--- src/rtl/rf_pkg.sv ---
// Shared register-file constants and helpers for the writeback arbiter.
package rf_pkg;

   localparam int unsigned RF_AW       = 5;
   localparam int unsigned RF_DW       = 32;
   localparam int unsigned RF_NREGS    = 32;
   localparam logic [RF_AW-1:0] RF_ZERO_REG = '0;

   // Grant index width covers up to four requesters.
   localparam int unsigned GID_W = 2;

   typedef logic [RF_NREGS-1:0] reg_mask_t;

   function automatic reg_mask_t onehot_reg(input logic [RF_AW-1:0] addr);
      reg_mask_t mask;
      mask       = '0;
      mask[addr] = 1'b1;
      return mask;
   endfunction

endpackage

--- src/rtl/rf_write_arbiter_if.sv ---
// Requester handshake, register-file write port and hazard vector of the writeback arbiter.
interface rf_write_arbiter_if #(
   parameter int unsigned NREQ = 2,
   parameter int unsigned AW   = 5,
   parameter int unsigned DW   = 32
);

   logic [NREQ-1:0]    req_valid;
   logic [NREQ-1:0]    req_ready;
   logic [NREQ*AW-1:0] req_addr;
   logic [NREQ*DW-1:0] req_data;

   logic               rf_we;
   logic [AW-1:0]      rf_wa;
   logic [DW-1:0]      rf_wd;
   logic [1:0]         grant_id;
   logic               grant_vld;
   logic [2**AW-1:0]   busy_vec;

   modport master (
      output req_valid, req_addr, req_data,
      input  req_ready, rf_we, rf_wa, rf_wd, grant_id, grant_vld, busy_vec
   );

   modport slave (
      input  req_valid, req_addr, req_data,
      output req_ready, rf_we, rf_wa, rf_wd, grant_id, grant_vld, busy_vec
   );

endinterface

--- src/rtl/rf_write_arbiter_rr_arbiter.sv ---
// Combinational round-robin arbiter: search starts at ptr and wraps ascending.
module rr_arbiter
   import rf_pkg::*;
#(
   parameter int unsigned NREQ = 2
) (
   input  logic [NREQ-1:0]  req,
   input  logic [GID_W-1:0] ptr,
   output logic [NREQ-1:0]  gnt,
   output logic [GID_W-1:0] gnt_idx,
   output logic             gnt_any
);

   always_comb begin
      gnt     = '0;
      gnt_idx = '0;
      gnt_any = 1'b0;
      // First pass covers ptr..NREQ-1, second pass the wrapped part 0..ptr-1.
      for (int unsigned j = 0; j < NREQ; j++) begin
         if (!gnt_any && req[j] && (j >= 32'(ptr))) begin
            gnt[j]  = 1'b1;
            gnt_idx = GID_W'(j);
            gnt_any = 1'b1;
         end
      end
      for (int unsigned j = 0; j < NREQ; j++) begin
         if (!gnt_any && req[j] && (j < 32'(ptr))) begin
            gnt[j]  = 1'b1;
            gnt_idx = GID_W'(j);
            gnt_any = 1'b1;
         end
      end
   end

endmodule

--- src/rtl/rf_write_arbiter.sv ---
// Shares one register-file write port among NREQ writeback requesters, each with a one-entry slot.
module rf_write_arbiter
   import rf_pkg::*;
#(
   parameter int unsigned NREQ = 2,
   parameter int unsigned AW   = RF_AW,
   parameter int unsigned DW   = RF_DW
) (
   input logic               clk,
   input logic               rst_n,
   rf_write_arbiter_if.slave bus
);

   localparam int unsigned NREGS = 2 ** AW;

   logic [NREQ-1:0]  full_q, full_d;
   logic [AW-1:0]    addr_q [NREQ];
   logic [DW-1:0]    data_q [NREQ];
   logic [GID_W-1:0] rr_ptr_q, rr_ptr_d;

   logic [NREQ-1:0]  gnt_oh;
   logic [GID_W-1:0] gnt_idx;
   logic             gnt_any;
   logic [NREQ-1:0]  ready;
   logic [NREQ-1:0]  accept;
   logic [AW-1:0]    sel_addr;
   logic [DW-1:0]    sel_data;
   logic [NREGS-1:0] busy;

   rr_arbiter #(
      .NREQ(NREQ)
   ) u_rr_arbiter (
      .req    (full_q),
      .ptr    (rr_ptr_q),
      .gnt    (gnt_oh),
      .gnt_idx(gnt_idx),
      .gnt_any(gnt_any)
   );

   // A slot being retired this cycle can take a new write on the same edge.
   always_comb begin
      ready  = ~full_q | gnt_oh;
      accept = bus.req_valid & ready;
      full_d = (full_q & ~gnt_oh) | accept;
   end

   always_comb begin
      rr_ptr_d = rr_ptr_q;
      if (gnt_any) begin
         rr_ptr_d = (32'(gnt_idx) == NREQ - 1) ? '0 : gnt_idx + 1'b1;
      end
   end

   always_ff @(posedge clk or negedge rst_n) begin
      if (!rst_n) begin
         full_q   <= '0;
         rr_ptr_q <= '0;
         for (int i = 0; i < NREQ; i++) begin
            addr_q[i] <= '0;
            data_q[i] <= '0;
         end
      end else begin
         full_q   <= full_d;
         rr_ptr_q <= rr_ptr_d;
         for (int i = 0; i < NREQ; i++) begin
            if (accept[i]) begin
               addr_q[i] <= bus.req_addr[i*AW +: AW];
               data_q[i] <= bus.req_data[i*DW +: DW];
            end
         end
      end
   end

   always_comb begin
      sel_addr = '0;
      sel_data = '0;
      for (int i = 0; i < NREQ; i++) begin
         if (gnt_oh[i]) begin
            sel_addr = addr_q[i];
            sel_data = data_q[i];
         end
      end
   end

   // Register 0 writes still retire through a grant, but never assert the write enable.
   always_comb begin
      bus.req_ready = ready;
      bus.grant_vld = gnt_any;
      bus.grant_id  = gnt_idx;
      bus.rf_we     = gnt_any && (sel_addr != AW'(RF_ZERO_REG));
      bus.rf_wa     = sel_addr;
      bus.rf_wd     = sel_data;
      bus.busy_vec  = busy;
   end

   if (AW == RF_AW) begin : g_busy_pkg
      always_comb begin
         busy = '0;
         for (int i = 0; i < NREQ; i++) begin
            if (full_q[i]) begin
               busy = busy | onehot_reg(addr_q[i]);
            end
         end
         busy[RF_ZERO_REG] = 1'b0;
      end
   end else begin : g_busy_generic
      always_comb begin
         busy = '0;
         for (int i = 0; i < NREQ; i++) begin
            for (int unsigned r = 1; r < NREGS; r++) begin
               if (full_q[i] && (addr_q[i] == AW'(r))) begin
                  busy[r] = 1'b1;
               end
            end
         end
      end
   end

endmodule
--- src/flat_wrapper.sv ---
// flat-port wrapper written by rule: the top's interface ports become plain ports
module rf_write_arbiter_flat import rf_pkg::*;
#(
   parameter int unsigned NREQ = 2,
   parameter int unsigned AW   = RF_AW,
   parameter int unsigned DW   = RF_DW
)
  (clk, rst_n, bus_req_valid, bus_req_addr, bus_req_data, bus_req_ready, bus_rf_we, bus_rf_wa, bus_rf_wd, bus_grant_id, bus_grant_vld, bus_busy_vec);
  rf_write_arbiter_if #(.NREQ(NREQ), .AW(AW), .DW(DW)) bus_i ();
  input logic clk;
  input logic rst_n;
  input wire logic [$bits(bus_i.req_valid)-1:0] bus_req_valid;
  input wire logic [$bits(bus_i.req_addr)-1:0] bus_req_addr;
  input wire logic [$bits(bus_i.req_data)-1:0] bus_req_data;
  output wire logic [$bits(bus_i.req_ready)-1:0] bus_req_ready;
  output wire logic [$bits(bus_i.rf_we)-1:0] bus_rf_we;
  output wire logic [$bits(bus_i.rf_wa)-1:0] bus_rf_wa;
  output wire logic [$bits(bus_i.rf_wd)-1:0] bus_rf_wd;
  output wire logic [$bits(bus_i.grant_id)-1:0] bus_grant_id;
  output wire logic [$bits(bus_i.grant_vld)-1:0] bus_grant_vld;
  output wire logic [$bits(bus_i.busy_vec)-1:0] bus_busy_vec;
  assign bus_i.req_valid = bus_req_valid;
  assign bus_i.req_addr = bus_req_addr;
  assign bus_i.req_data = bus_req_data;
  assign bus_req_ready = bus_i.req_ready;
  assign bus_rf_we = bus_i.rf_we;
  assign bus_rf_wa = bus_i.rf_wa;
  assign bus_rf_wd = bus_i.rf_wd;
  assign bus_grant_id = bus_i.grant_id;
  assign bus_grant_vld = bus_i.grant_vld;
  assign bus_busy_vec = bus_i.busy_vec;
  rf_write_arbiter #(.NREQ(NREQ), .AW(AW), .DW(DW)) u_core (.clk(clk), .rst_n(rst_n), .bus(bus_i));
endmodule
--- config.mk ---
export PLATFORM = sky130hd
export DESIGN_NAME = rf_write_arbiter_flat
export DESIGN_NICKNAME = d
export VERILOG_FILES = /design/src/rtl/rf_pkg.sv /design/src/rtl/rf_write_arbiter_if.sv /design/src/rtl/rf_write_arbiter_rr_arbiter.sv /design/src/rtl/rf_write_arbiter.sv /design/src/flat_wrapper.sv
export SDC_FILE = /design/constraint.sdc
export NUM_CORES = 1
export LEC_CHECK = 0
export BUFFER_PORTS_ARGS = -buffer_cell sky130_fd_sc_hd__buf_2
export CORE_UTILIZATION = 52
export CTS_CLUSTER_DIAMETER = 50
export DETAILED_ROUTE_END_ITERATION = 6
export PLACE_DENSITY_LB_ADDON = 0.3
export SYNTH_ARGS = -nofsm -noshare
export SYNTH_HDL_FRONTEND = slang
export SYNTH_SLANG_ARGS = --single-unit
--- constraint.sdc ---
create_clock -name clk -period 4.2 [get_ports clk]
set_input_delay 0.84 -clock clk [delete_from_list [all_inputs] [get_ports clk]]
set_output_delay 0.84 -clock clk [all_outputs]
set_load 0.02 [all_outputs]
# --- Word level (Yosys, flattened, before mapping) ---
# Index checks and enable logic that the tools add are counted.
word_totals:
  latch_bits: 0
  n_memories: 0
  reg_bits: 78
  wordCells: 58
  mem_bits_ro: 0
  out_inout_bits: 75
  mem_bits_rw: 0
op_classes:
  bitwise: 7
  n_reduce_logical: 14
  n_shift: 0
  magnitude_cmp: 8
  div: 0
  eq_ne: 1
  add_sub_neg: 1
  n_mux: 21
  mul: 0
ops:
  columns: ["operator", "n"]
  rows:
  - ["$mux W32", 4]
  - ["$or A32 B32 Y32", 1]
  - ["$lt A5 B6 Y1 const B", 2]
  - ["$demux W1 S5", 2]
  - ["$ge A5 B1 Y1 const B", 2]
  - ["$logic_and A1 B1 Y1", 10]
  - ["$mux W1", 10]
  - ["$mux W5", 2]
  - ["$mux W2", 3]
  - ["$reduce_bool A5 Y1", 1]
  - ["$and A2 B2 Y2", 2]
  - ["$ge A1 B2 Y1 const A", 2]
  - ["$lt A1 B2 Y1 const A", 2]
  - ["$not A2 Y2", 2]
  - ["$or A2 B2 Y2", 2]
  - ["$logic_not A1 Y1", 3]
  - ["$add A2 B1 Y2 const B", 1]
  - ["$eq A2 B1 Y1 const B", 1]

# --- Depth between registers and ports, before layout ---
depth:
  ltp_word: 18
  depth_mapped: 7
  mapped_depth_nobuf: 4

# --- By module ---
# From an unflattened synthesis, not the netlist that was laid out.
unflattened:
  cells_unflattened: 296
  area_unflattened_um2: 3766.1
modules_own_cells:
  columns: ["mod", "seq_area_each_um2", "cells_per_inst", "instances", "area_each_um2"]
  rows:
  - ["rf_write_arbiter", 1951.9, 288, 1, 3713.6]
  - ["rr_arbiter", 0.0, 8, 1, 52.6]

# --- Worst setup path before layout ---
# No wires, ideal clock.
synth_timing:
  kind: "flip-flop to output port"
  start: "register u_core.full_q[0]"
  end: "output bus_rf_wa[0]"
  t_arrival_ns: 1.412
  path_stages_with_launch: 7
  path_buffers: 2
  path_slack_ns: 1.948
  t_required_ns: 3.360
  path_cell_list: "dfrtp_1 -> buf_4 -> nand2b_1 -> nand2_1 -> inv_2 -> clkbuf_1 -> a22o_1"
synth_via:
  elab_chain_len: 15
synth_rtl:
  columns: ["element", "line", "source"]
  rows:
  - ["from (decl)", "rf_write_arbiter.sv:16", "logic [NREQ-1:0] full_q, full_d;"]
  - ["from (signal assigned)", "rf_write_arbiter.sv:63", "full_q <= full_d;"]
  - ["$logic_and A1 B1 Y1", "rf_write_arbiter_rr_arbiter.sv:20", "if (!gnt_any && req[j] && (j >= 32'(ptr))) begin"]
  - ["$mux W1", "rf_write_arbiter_rr_arbiter.sv:20", null]
  - ["$logic_not A1 Y1", "rf_write_arbiter_rr_arbiter.sv:20", null]
  - ["$logic_and A1 B1 Y1 (2 in series)", "rf_write_arbiter_rr_arbiter.sv:20", null]
  - ["$mux W1", "rf_write_arbiter_rr_arbiter.sv:20", null]
  - ["$logic_not A1 Y1", "rf_write_arbiter_rr_arbiter.sv:27", "if (!gnt_any && req[j] && (j < 32'(ptr))) begin"]
  - ["$logic_and A1 B1 Y1 (2 in series)", "rf_write_arbiter_rr_arbiter.sv:27", null]
  - ["$mux W1", "rf_write_arbiter_rr_arbiter.sv:27", null]
  - ["$logic_not A1 Y1", "rf_write_arbiter_rr_arbiter.sv:27", null]
  - ["$logic_and A1 B1 Y1 (2 in series)", "rf_write_arbiter_rr_arbiter.sv:27", null]
  - ["$mux W1", "rf_write_arbiter_rr_arbiter.sv:27", null]
  - ["$mux W5 *", "rf_write_arbiter.sv:78", "if (gnt_oh[i]) begin"]
  - ["to (decl)", "flat_wrapper.sv:17", "output wire logic [$bits(bus_i.rf_wa)-1:0] bus_rf_wa;"]
# Mark *: on every way between the ends. The rest lies on a longest branch, timed or not.

# --- Worst setup path after layout ---
layout_timing:
  start: "register u_core.full_q[1]"
  end: "output bus_rf_wd[13]"
layout_via:
  elab_chain_len: 12
layout_rtl:
  columns: ["element", "line", "source"]
  rows:
  - ["$logic_and A1 B1 Y1 (2 in series)", "rf_write_arbiter_rr_arbiter.sv:20", null]
  - ["$mux W1", "rf_write_arbiter_rr_arbiter.sv:20", null]
  - ["$logic_not A1 Y1", "rf_write_arbiter_rr_arbiter.sv:27", null]
  - ["$logic_and A1 B1 Y1 (2 in series)", "rf_write_arbiter_rr_arbiter.sv:27", null]
  - ["$mux W1", "rf_write_arbiter_rr_arbiter.sv:27", null]
  - ["$logic_not A1 Y1", "rf_write_arbiter_rr_arbiter.sv:27", null]
  - ["$logic_and A1 B1 Y1 (2 in series)", "rf_write_arbiter_rr_arbiter.sv:27", null]
  - ["$mux W1", "rf_write_arbiter_rr_arbiter.sv:27", null]
  - ["$mux W32 *", "rf_write_arbiter.sv:78", null]
  - ["to (decl)", "flat_wrapper.sv:18", "output wire logic [$bits(bus_i.rf_wd)-1:0] bus_rf_wd;"]
# Marks and branches as above.

==> impl_metrics.py <==
metrics = {
    "synth": {
        "yosysTopAreaCell": "dfrtp_1",
        "syn_area_sq_mm": 0.00373,
        "synthArstFlopShare_pct": 100,
        "syn_avg_cell_area_sq_um": 13.0,
        "synth-seq-cells": 77,
        "yosys-top-cells-area": "dfrtp_1 (52%), mux2_1 (22%), a22o_1 (8.7%)",
        "syn_inst": 288,
        "yosysWarnings": 0,
        "ys_types": 27,
        "synth-edff-count": 0,
        "synthFlopType": "dfrtp_1",
        "yosys.area.top_type_share_pct": 51.6,
        "yosysSeqAreaShare_pct": 51.6,
    },
    "drt": {
        "routed_via_density": 5.66,
        "vias": 2973,
        "first_iter_violations": 121,
        "avgRoutedWirePerCell_um": 16.8,
        "remaining_drc_errors": 0,
        "first_pass_iters": 4,
        "postRouteWirelength_um": 8830,
        "ant_nets": 0,
    },
    "placement": {
        "portBuffers": 150,
        "dp_hpwl_um": 6140,
        "gp_congestion": 0.830,
        "place_area_sq_mm": 0.00446,
    },
    "worst_setup_path": {
        "worstPathArrival_ns": 2.10,
        "end_kind": "output pin",
        "startpoint_type": "register",
        "r2r_setup_slack_ns": 2.44,
        "reg2reg_from": "u_core.full_q[1]",
        "r2r_end": "u_core.addr_q[9]",
        "cp-endpoint": "bus_rf_wd[13]",
        "required_ns": 3.36,
        "ff2ff_path_depth": 3,
        "path_class": "reg -> out",
        "startpoint": "u_core.full_q[1]",
        "path_max_fanout": 23,
    },
    "timing": {
        "slew_headroom_pct": 35.6,
        "fin_skew_ns": 0.00879,
        "final_hold_viol_count": 0,
        "finalSetupViolations": 0,
        "post-route-period-util_pct": 70.0,
        "maxSlewViolCount": 0,
        "rsz0062_at_grt": "no",
        "fmax_mhz": 340,
        "tightest_slew_ns": 0.966,
        "period_minus_slack_ns": 2.94,
        "tns_ns": 0,
    },
    "grt": {
        "antenna_found_initial": 0,
        "grt_pass1_wl_um": 14300,
        "grt_max_degree": 78,
        "grt_overflow": 0,
        "grt_use_met3_pct": 5.62,
        "grt_pass1_vias": 2955,
        "grt_use_total_pct": 25.0,
        "use_met1_pct": 29.4,
        "grt.busiest_layer": "met2",
        "gr-usage-met2_pct": 44.4,
    },
    "pwr": {
        "p_leak_nw": 2.24,
        "powerDensity_mw_per_mm2": 615,
        "p_sw_mw": 1.12,
        "pwr-share-seq_pct": 38.3,
        "combPwrFrac_pct": 41.2,
        "ir_drop_mv": 0.395,
        "p_sw_share_pct": 38.9,
        "pwr-share-clk_pct": 20.6,
        "p_int_mw": 1.75,
    },
    "cts": {
        "cts_buffers": 9,
        "cts_buffer_depth": 2,
        "clock_sinks": 77,
        "cts_root_buffer": "clkbuf_8",
        "cts_hold_repair.buffers": 0,
        "cts_setup_buffers": 0,
        "post_cts_resized": 0,
        "path_clk_slew_ns": 0.07,
        "cts_tree": "built",
        "htreeDepth": 3,
        "insertion_delay_ns": 0.34,
    },
    "layout": {
        "final_cell_area_sq_mm": 0.00467,
        "drive_gt1_share_pct": 39.9,
        "nFillCells": 593,
        "final_nets": 503,
        "syn_to_final_growth_pct": 25.0,
        "n_antenna_cell": 0,
    },
    "floorplanning": {
        "initial_core_util_pct": 54.4,
        "dieArea_sq_mm": 0.00753,
        "rows": 30,
        "ios": 153,
        "die-width_um": 86.8,
        "core_area_sq_mm": 0.00687,
        "die-height_um": 86.8,
    },
    "worst_hold_path": {
        "hold_class": "reg -> reg",
    },
    "job": {
        "drv_cap": 0,
    },
    "run_status": {
        "status": "complete, no violations",
    },
}
[area by class of cell]
| class | count | area, sq um | area share, % |
|---|---|---|---|
| clock buffers | 11 | 131 | 2.81 |
| well taps | 96 | 120 | 2.57 |
| flip-flops and latches | 77 | 1930 | 41.3 |
| repair buffers | 151 | 761 | 16.3 |
| clock inverters | 4 | 73.8 | 1.58 |
| inverters | 2 | 7.51 | 0.161 |
| multi-input cells | 184 | 1650 | 35.3 |
[per-stage QoR]
stage | power (mW) | hold WS [ns] | util (%) | setup slack, ns | std cells
5_1_grt | 3.04 | 0.511 | 68.0 | 1.12 | 525
2_1_floorplan | 1.94 | 0.465 | - | 1.95 | 289
3_5_place_dp | 2.30 | 0.481 | 65.0 | 1.64 | 510
3_3_place_gp | 2.26 | 0.474 | 65.0 | 1.69 | 510
6_report | 2.87 | 0.494 | 68.0 | 1.26 | 525
4_1_cts | 2.90 | 0.499 | 68.0 | 1.22 | 525
[critical path: stages, from the launching register on]
cell,delay (ns)
dfrtp_1,0.52
a21boi_4,0.48
buf_4,0.37
a22o_1,0.20
buf_2,0.17
[Yosys cell counts (2+ instances only)]
master    number
a22o_1        37
buf_2          5
buf_4          5
buf_6          6
clkbuf_1      10
dfrtp_1       77
mux2_1        74
nand2_1        3
nand2_4        2
nand2b_1       3
nand3_1        4
nand3b_1      10
nor2_1         2
o22ai_1       31
or3_1          2
or3b_1         6
[power groups by stage]
stage | combinational (mW) | clock, mW | sequential (mW)
3_3_place_gp | 1.17 | 0 | 1.09
5_1_grt | 1.28 | 0.633 | 1.13
6_report | 1.18 | 0.591 | 1.10
2_1_floorplan | 0.914 | 0 | 1.03
4_1_cts | 1.19 | 0.610 | 1.10
3_5_place_dp | 1.19 | 0 | 1.11
[cell families after synthesis]
group / share of synthesized area (%)
AOI/OAI and AO/OA: 14.5
buffers and inverters: 4.69
DFF: 51.6
muxes: 22.3
other: 0.100
and+or+nand+nor: 6.77
[cells in the final DEF, fill, tap and decap left out, drive strengths merged]
cell type  count
dfrtp         77
or2            1
nand2b         3
or3            2
nand2          5
or3b           6
nand3b        11
o21ai          2
a21boi         1
nor3           1
buf          151
conb           2
nor2           2
nand3          5
o22ai         31
inv            2
mux2          74
o31ai          1
bufinv         2
clkbuf        11
clkinv         2
a22o          37
[state kept, by name (all words and copies together), names as in the netlist]
| register | cells |
|---|---|
| u_core.addr_q | 10 |
| u_core.data_q | 64 |
| u_core.full_q | 2 |
| u_core.rr_ptr_q | 1 |
[per-layer routing]
layer	part of all wire, %	vias to the layer above	routed length [um]
met5	0	-	0
met4	1.3	0	115
met3	6.8	9	604
met2	51	132	4500
met1	41	1470	3610
li1	-	1362	-
[how the worst min path moves through the flow]
stage | from | to | cells past startpoint
after floorplan | u_core.data_q[0] | u_core.data_q[0] | 1
after global placement | u_core.data_q[14] | u_core.data_q[14] | 1
after detailed placement | u_core.data_q[26] | u_core.data_q[26] | 1
after CTS | u_core.data_q[36] | u_core.data_q[36] | 1
after global routing | u_core.data_q[43] | u_core.data_q[43] | 1
final | u_core.data_q[36] | u_core.data_q[36] | 1
No activity file was read; power rests on OpenSTA's default activity.
